`config.mk`:
```
export PLATFORM = sky130hd
export DESIGN_NAME = btn_conditioner
export DESIGN_NICKNAME = d
export VERILOG_FILES = /design/src/rtl/btn_conditioner.sv
export SDC_FILE = /design/constraint.sdc
export NUM_CORES = 1
export LEC_CHECK = 0
export BUFFER_PORTS_ARGS = -buffer_cell sky130_fd_sc_hd__buf_2
export CAP_MARGIN = 25
export CORE_ASPECT_RATIO = 2
export CORE_MARGIN = 5
export CORE_UTILIZATION = 63
export DETAILED_ROUTE_END_ITERATION = 10
export HOLD_SLACK_MARGIN = 0.1
export PLACE_DENSITY = 0.91
export SLEW_MARGIN = 30
export SYNTH_ARGS = -nofsm -noshare
export SYNTH_HDL_FRONTEND = slang
export SYNTH_SLANG_ARGS = --single-unit
```
`constraint.sdc`:
```
create_clock -name clk -period 2.69 [get_ports clk]
set_input_delay 0.269 -clock clk [delete_from_list [all_inputs] [get_ports clk]]
set_output_delay 0.269 -clock clk [all_outputs]
set_load 0.005 [all_outputs]
```
`src/rtl/btn_conditioner.sv`:
```
// Multi-channel button/switch conditioner: two-flop synchroniser, debounce filter,
// and registered press, release and long-press pulses per channel.
module btn_conditioner #(
    parameter int N               = 5,
    parameter int DEBOUNCE_CYCLES = 500000,
    parameter int HOLD_CYCLES     = 50000000
) (
    input  logic         clk,
    input  logic         rst_n,
    input  logic [N-1:0] btn_in,
    output logic [N-1:0] db_level,
    output logic [N-1:0] press_pulse,
    output logic [N-1:0] release_pulse,
    output logic [N-1:0] long_press
);

    localparam int DW = $clog2(DEBOUNCE_CYCLES + 1);
    localparam int HW = $clog2(HOLD_CYCLES + 1);
    localparam logic [DW-1:0] DB_LAST   = DW'(DEBOUNCE_CYCLES - 1);
    localparam logic [HW-1:0] HOLD_LAST = HW'(HOLD_CYCLES - 1);
    localparam logic [HW-1:0] HOLD_MAX  = HW'(HOLD_CYCLES);

    logic [N-1:0]  sync1_q, sync2_q;
    logic [N-1:0]  db_q, db_d;
    logic [N-1:0]  press_q, press_d;
    logic [N-1:0]  rel_q, rel_d;
    logic [N-1:0]  long_q, long_d;
    logic [N-1:0]  done_q, done_d;
    logic [DW-1:0] db_cnt_q [N];
    logic [DW-1:0] db_cnt_d [N];
    logic [HW-1:0] hold_q [N];
    logic [HW-1:0] hold_d [N];

    always_ff @(posedge clk or negedge rst_n) begin
        if (!rst_n) begin
            sync1_q <= '0;
            sync2_q <= '0;
            db_q    <= '0;
            press_q <= '0;
            rel_q   <= '0;
            long_q  <= '0;
            done_q  <= '0;
            for (int i = 0; i < N; i++) begin
                db_cnt_q[i] <= '0;
                hold_q[i]   <= '0;
            end
        end else begin
            sync1_q <= btn_in;
            sync2_q <= sync1_q;
            db_q    <= db_d;
            press_q <= press_d;
            rel_q   <= rel_d;
            long_q  <= long_d;
            done_q  <= done_d;
            for (int i = 0; i < N; i++) begin
                db_cnt_q[i] <= db_cnt_d[i];
                hold_q[i]   <= hold_d[i];
            end
        end
    end

    always_comb begin
        db_d    = db_q;
        press_d = '0;
        rel_d   = '0;
        long_d  = '0;
        done_d  = done_q;
        for (int i = 0; i < N; i++) begin
            db_cnt_d[i] = db_cnt_q[i];
            hold_d[i]   = hold_q[i];
        end

        for (int i = 0; i < N; i++) begin
            // Any cycle where the synchronised input agrees with the accepted level restarts the filter.
            if (sync2_q[i] == db_q[i]) begin
                db_cnt_d[i] = '0;
            end else if (db_cnt_q[i] == DB_LAST) begin
                db_cnt_d[i] = '0;
                db_d[i]     = ~db_q[i];
                press_d[i]  = ~db_q[i];
                rel_d[i]    = db_q[i];
            end else begin
                db_cnt_d[i] = db_cnt_q[i] + DW'(1);
            end

            // A release on the terminal hold edge wins, so long_press is suppressed.
            if (press_d[i] || rel_d[i]) begin
                hold_d[i] = '0;
                done_d[i] = 1'b0;
            end else if (db_q[i] && !done_q[i]) begin
                if (hold_q[i] == HOLD_LAST) begin
                    hold_d[i] = HOLD_MAX;
                    long_d[i] = 1'b1;
                    done_d[i] = 1'b1;
                end else begin
                    hold_d[i] = hold_q[i] + HW'(1);
                end
            end
        end
    end

    assign db_level      = db_q;
    assign press_pulse   = press_q;
    assign release_pulse = rel_q;
    assign long_press    = long_q;

endmodule

```
==> results of run 1 <==
## worst max-delay path, cell delays in order (launching register included)
cell	delay (ns)
dfrtp_1	0.43
or4b_2	0.71
nor3_2	0.25
a31oi_1	0.31
buf_4	0.27
or3_1	0.31
a21oi_1	0.16
## logic make-up after synthesis
logic type	after synthesis	synth area share
simple gates	714	0.2842
buf+inv	74	0.02185
flops	260	0.4835
xor+xnor	123	0.08006
fa+ha+maj	10	0.009298
compound gates	228	0.1129
mux	10	0.008183
## sequential cells by signal, summed over array words and instances, names as in the netlist
signal / cells
hold_q: 130
db_cnt_q: 95
db_level: 5
done_q: 5
long_press: 5
press_pulse: 5
release_pulse: 5
sync1_q: 5
sync2_q: 5
## through the flow
step	setup WS, ns	power (mW)	util	instances
floorplan	0.3757	4.081	-	1419
global placement	0.2512	4.191	0.6704	1706
detailed placement	0.1351	4.198	0.6704	1706
CTS	0.1275	7.738	0.7122	1755
global route	0.008993	7.935	0.7130	1755
finish	0.1571	7.682	0.7130	1755
## per-layer routing
layer,vias to the layer above,GRT usage,wire length [um]
li1,5312,-,-
met2,385,0.4994,17860
met4,0,0.1516,1644
met1,5590,0.2806,11440
met3,153,0.02986,1203
met5,-,0,0
## cell type report
class | instances | area [sq um]
Tap cell | 269 | 336.6
Inverter | 23 | 86.33
Clock buffer | 36 | 726.9
Sequential cell | 260 | 6506
Timing Repair Buffer | 75 | 560.5
Clock inverter | 7 | 91.34
Multi-Input combinational cell | 1085 | 6680
Fill cell | 1559 | 6032
## power groups by stage
stage          registers, mW  logic, mW  clock network (mW)
2_1_floorplan           4.03     0.0535                   0
5_1_grt                 3.96      0.194                3.78
4_1_cts                 3.96      0.173                3.60
3_3_place_gp            4.03      0.159                   0
6_report                3.96      0.167                3.55
3_5_place_dp            4.03      0.164                   0
## timing repair
item | CTS | global route
endpoints found under the setup margin | 0 | 2
hold buffers | 6 | 0
hold endpoints to repair | 93 | 0
resized for setup | 0 | 1
## path summary, 6_finish.rpt
| kind | from | end | slack [ns] | depth (start not counted) |
|---|---|---|---|---|
| worst max-delay path | db_cnt_q[10] | hold_q[2] | 0.16 | 6 |
| worst min-delay path | sync1_q[3] | sync2_q[3] | 0.35 | 0 |
| worst max register to register | db_cnt_q[10] | hold_q[2] | 0.16 | 6 |
| worst min register to register | sync1_q[3] | sync2_q[3] | 0.35 | 0 |
| max in group asynchronous | rst_n | hold_q[20] | 1.55 | 3 |
| min in group asynchronous | rst_n | hold_q[0] | 0.36 | 2 |
## layout by cell type, fill, tap and decap left out, types with 23 or more instances in the layout
cell and instances:
nand4_1 59, buf_2 25, and4_1 34, nand2_1 115, buf_4 40, nor3_1 41
o31ai_1 24, inv_1 23, or4_1 25, nor2_1 175, clkbuf_16 25, o21ai_0 36
nor4_1 26, xnor2_1 57, or3_1 28, dfrtp_1 260, a21oi_1 78, and3_1 39
xor2_1 66, nand3_1 94
==> reports/metrics.yaml, run 1 <==
antenna_found_initial: 0
p_switching_mw: 1.642
drt_iter0_markers: 801
synthDistinctLibCells: 65
vias_per_cell: 6.519
die-width_um: 113.3
final.setup.tns_ns: 0
critPathArrivalTime_ns: 2.99
root_buffer: "clkbuf_16"
area_growth_pct: 11.38
yosysTopAreaCell: "dfrtp_1"
synth_area_sq_um: 13460
io_pins: 27
clock_latency_ns: 0.54
whs_ns: 0.3502
fin_skew_ns: 0.02037
cts.sinks: 260
critPathKind: "reg -> reg"
start_util: 0.6402
num_antenna_cells: 0
yosys-top-cells-area: "dfrtp_1 (48%), nor2_1 (4.9%), xor2_1 (4.3%)"
vdd_ir_drop_max_mv: 0.4771
nNetsFinal: 1486
globalplace.congestion: 0.9698
power_leakage_nw: 6.185
max_slew_margin: 0.3726
drtPass1Iterations: 7
dp_hpwl_um: 22470
slew_violations: 0
grt_pass1_vias: 12011
dieArea_sq_um: 24560
finalInstanceArea_sq_um: 14990
netlist.area_leader.share: 0.4835
p_clk_frac: 0.463
h-tree-depth: 1
tightest_slew_ns: 0.9412
postCtsSetupRepairBufs: 0
rows: 75
sw_frac_of_total: 0.2137
crit_fanout: 12
ant_nets: 0
die_h_um: 216.7
status: "completed"
final_layout_size_suffix_gt1_frac: 0.1003
core_sq_um: 21020
setup_viol_count_final: 0
wl_per_cell_um: 18.31
drc_errors: 0
num_vias: 11440
finalWorstPathRequiredPeriod_ns: 2.533
synthTopCellsByCount: "dfrtp_1 (260), nor2_1 (175), nand2_1 (115)"
power_frac_seq: 0.516
p_int_mw: 6.040
cap_violations: 0
power_frac_comb: 0.022
numCtsBuffers: 24
wl_um: 32140
grt_use_total: 0.2659
grt-ovfl-total: 0
hold_path_class: "reg -> reg"
avgSynthCellArea_sq_um: 9.483
synthArstFlopShare: 1.000
grt_max_degree: 95
finalCritPeriodShare: 0.9416
port_buffers: 26
rsz0062_at_grt: "no"
yosysMostFrequentCell: "dfrtp_1"
place_area_sq_um: 14090
synth_edf_count: 0
ys_ff_latch: 260
powerDensity_nw_per_um2: 512.5
clock.fmax_ghz: 0.3948
syn_inst: 1419
hold_viol: 0
cts_tree: "built"
syn-num-nets: 1436
clk_pin_slew_ns: 0.07
yosysSeqAreaShare: 0.4835
grt_pass1_wl_um: 55000
end_kind: "register"
cts_buffer_depth: 3
synth_ff_type: "dfrtp_1"
worst_setup_path_start_kind: "register"
ys_warn_count: 0
required_ns: 3.14
Note: power is estimated with default switching activity, not from simulation.
==> run 2, diff against run 1 <==
CORE_UTILIZATION = 55   (was 63)
GPL_TIMING_DRIVEN = 0   (was not set)
PLACE_DENSITY = 0.82   (was 0.91)
==> run 2 against run 1 <==
  * Non-clock buffer count increased by 13
  * Combinational power about the same
  * Critical path depth unchanged
  * Global-route usage decreased by 3.7 points
  * Sequential power about the same
  * Utilization decreased by 9.5 points
==> reports/metrics.yaml, run 2 (synthesis results as in run 1) <==
tightest_slew_ns: 1.010  # +0.06835 ns
critPathKind: "reg -> reg"
hold_path_class: "in -> async"
final_common_cell: "dfrtp_1"
wl_um: 31900  # -0.77%
port_buffers: 26  # unchanged
power_frac_comb: 0.021  # about the same
setup_viol_count_final: 0  # unchanged
regMostFlops: "hold_q"
grt_pass1_wl_um: 54170  # -1.5%
start_util: 0.5532  # -0.08694
power.total_mw: 7.908  # +2.9%
worst_setup_path_start_kind: "register"
vdd_ir_drop_max_mv: 0.5457  # +14%
finalInstanceArea_sq_um: 15030  # +0.28%
slew_violations: 0  # unchanged
h-tree-depth: 1  # unchanged
ant_nets: 0  # unchanged
rows: 81  # +8.0%
hold_viol: 0  # unchanged
antenna_found_initial: 0  # unchanged
area_growth_pct: 11.69
drtPass1Iterations: 5  # -2
p_switching_mw: 1.641  # about the same
cap_violations: 0  # unchanged
fin_skew_ns: 0.01255  # -0.007818 ns
root_buffer: "clkbuf_16"
finalWorstPathRequiredPeriod_ns: 2.563  # +0.02968 ns
dp_hpwl_um: 22580  # +0.49%
core_sq_um: 24320  # +16%
clk_pin_slew_ns: 0.07  # about the same
cts.sinks: 260  # unchanged
p_int_mw: 6.267  # +3.8%
num_antenna_cells: 0  # unchanged
whs_ns: 0.2175  # -0.1327 ns
required_ns: 3.13  # about the same
drt_iter0_markers: 695  # -13%
crit_fanout: 4  # -8
cts_buffer_depth: 3  # unchanged
grt-ovfl-total: 0  # unchanged
fin_cells: 1789  # +1.9%
vias_per_cell: 6.404  # -1.8%
globalplace.congestion: 0.9888  # +2.0%
power_leakage_nw: 6.108  # -1.2%
layout_common_cells: "dfrtp_1 (260), nor2_1 (175), nand2_1 (115)"
largest_register_ff_count: 130  # unchanged
clock.fmax_ghz: 0.3902  # -1.2%
nNetsFinal: 1499  # +0.87%
finalCritPeriodShare: 0.9526  # +0.01103
rsz0062_at_grt: "no"
dieArea_sq_um: 27890  # +14%
die-width_um: 120.6  # +6.4%
seqCellArea_sq_um: 6506  # unchanged
grt_use_total: 0.2290  # -0.03691
multi_input_area_sq_um: 6688  # +0.11%
max_slew_margin: 0.3208  # -0.05177
num_vias: 11457  # +0.15%
io_pins: 27  # unchanged
clock_latency_ns: 0.53  # about the same
power_frac_seq: 0.501  # -0.015
powerDensity_nw_per_um2: 526.2  # +2.7%
final_layout_size_suffix_gt1_frac: 0.07939  # -0.02088
cts_tree: "built"
grt_max_degree: 79  # -17%
dp_cells: 1738  # +1.9%
die_h_um: 231.2  # +6.7%
p_clk_frac: 0.478  # +0.015
status: "completed"
top_regs: "hold_q x130, db_cnt_q x95"
grt_pass1_vias: 11686  # -2.7%
place_area_sq_um: 14050  # -0.28%
sw_frac_of_total: 0.2076  # -0.006135
fillers: 1972  # +26%
critPathArrivalTime_ns: 3.00  # about the same
drc_errors: 0  # unchanged
end_kind: "register"
numCtsBuffers: 24  # unchanged
wl_per_cell_um: 17.83  # -2.7%
-- run 2: layout make-up --
cell class / count / share of cell area
Clock inverter: 12 / 0.01265
Clock buffer: 31 / 0.04579
Tap cell: 290 / 0.02414
Multi-Input combinational cell: 1085 / 0.4450
Sequential cell: 260 / 0.4329
Timing Repair Buffer: 37 / 0.01981
Buffer: 51 / 0.01399
Inverter: 23 / 0.005744
-- run 2: final timing paths --
| path | startpoint | to | slack (ns) | depth (start not counted) |
|---|---|---|---|---|
| min reg2reg | sync1_q[4] | sync2_q[4] | 0.36 | 0 |
| min in group clk | sync1_q[4] | sync2_q[4] | 0.36 | 0 |
| max reg2reg | hold_q[78] | hold_q[102] | 0.13 | 6 |
| min | rst_n | hold_q[4] | 0.22 | 2 |
| max in group asynchronous | rst_n | hold_q[33] | 1.01 | 5 |
| max | hold_q[78] | hold_q[102] | 0.13 | 6 |
-- run 2: critical path, cell delays in order, from the launching register on --
cell and delay (ns):
dfrtp_1 0.40, ha_1 0.22, nand4_1 0.24, nor4_1 0.82, nand4_1 0.20, or4_1 0.43, a31oi_1 0.17
-- run 2: power groups by stage --
stage          Clock (mW)  Sequential [mW]  Combinational, mW
5_1_grt              4.02             3.96              0.198
2_1_floorplan           0             4.03             0.0535
3_3_place_gp            0             4.03              0.146
4_1_cts              3.87             3.96              0.175
6_report             3.78             3.96              0.167
3_5_place_dp            0             4.03              0.167
-- run 2: through the flow --
step	worst slack [ns]	TNS, ns	utilization
2_1_floorplan	0.3757	0	-
3_3_place_gp	-3.328	-853.43	0.5735
3_5_place_dp	0.07690	0	0.5778
4_1_cts	0.03170	0	0.6164
5_1_grt	0.001500	0	0.6179
6_report	0.1274	0	0.6179
-- run 2: repair_timing --
action / CTS / global route
buffers inserted: 0 / 2
endpoints found under the setup margin: 0 / 46
hold endpoints to repair: 117 / 0
hold buffers: 6 / 0
gates resized for setup: 0 / 7
-- run 2: metal layers --
layer,GRT usage,vias to the layer above,part of all wire
li1,-,5353,-
met1,0.2374,5659,0.36
met2,0.4393,316,0.56
met3,0.02369,129,0.031
met4,0.1270,0,0.048
met5,0,-,0
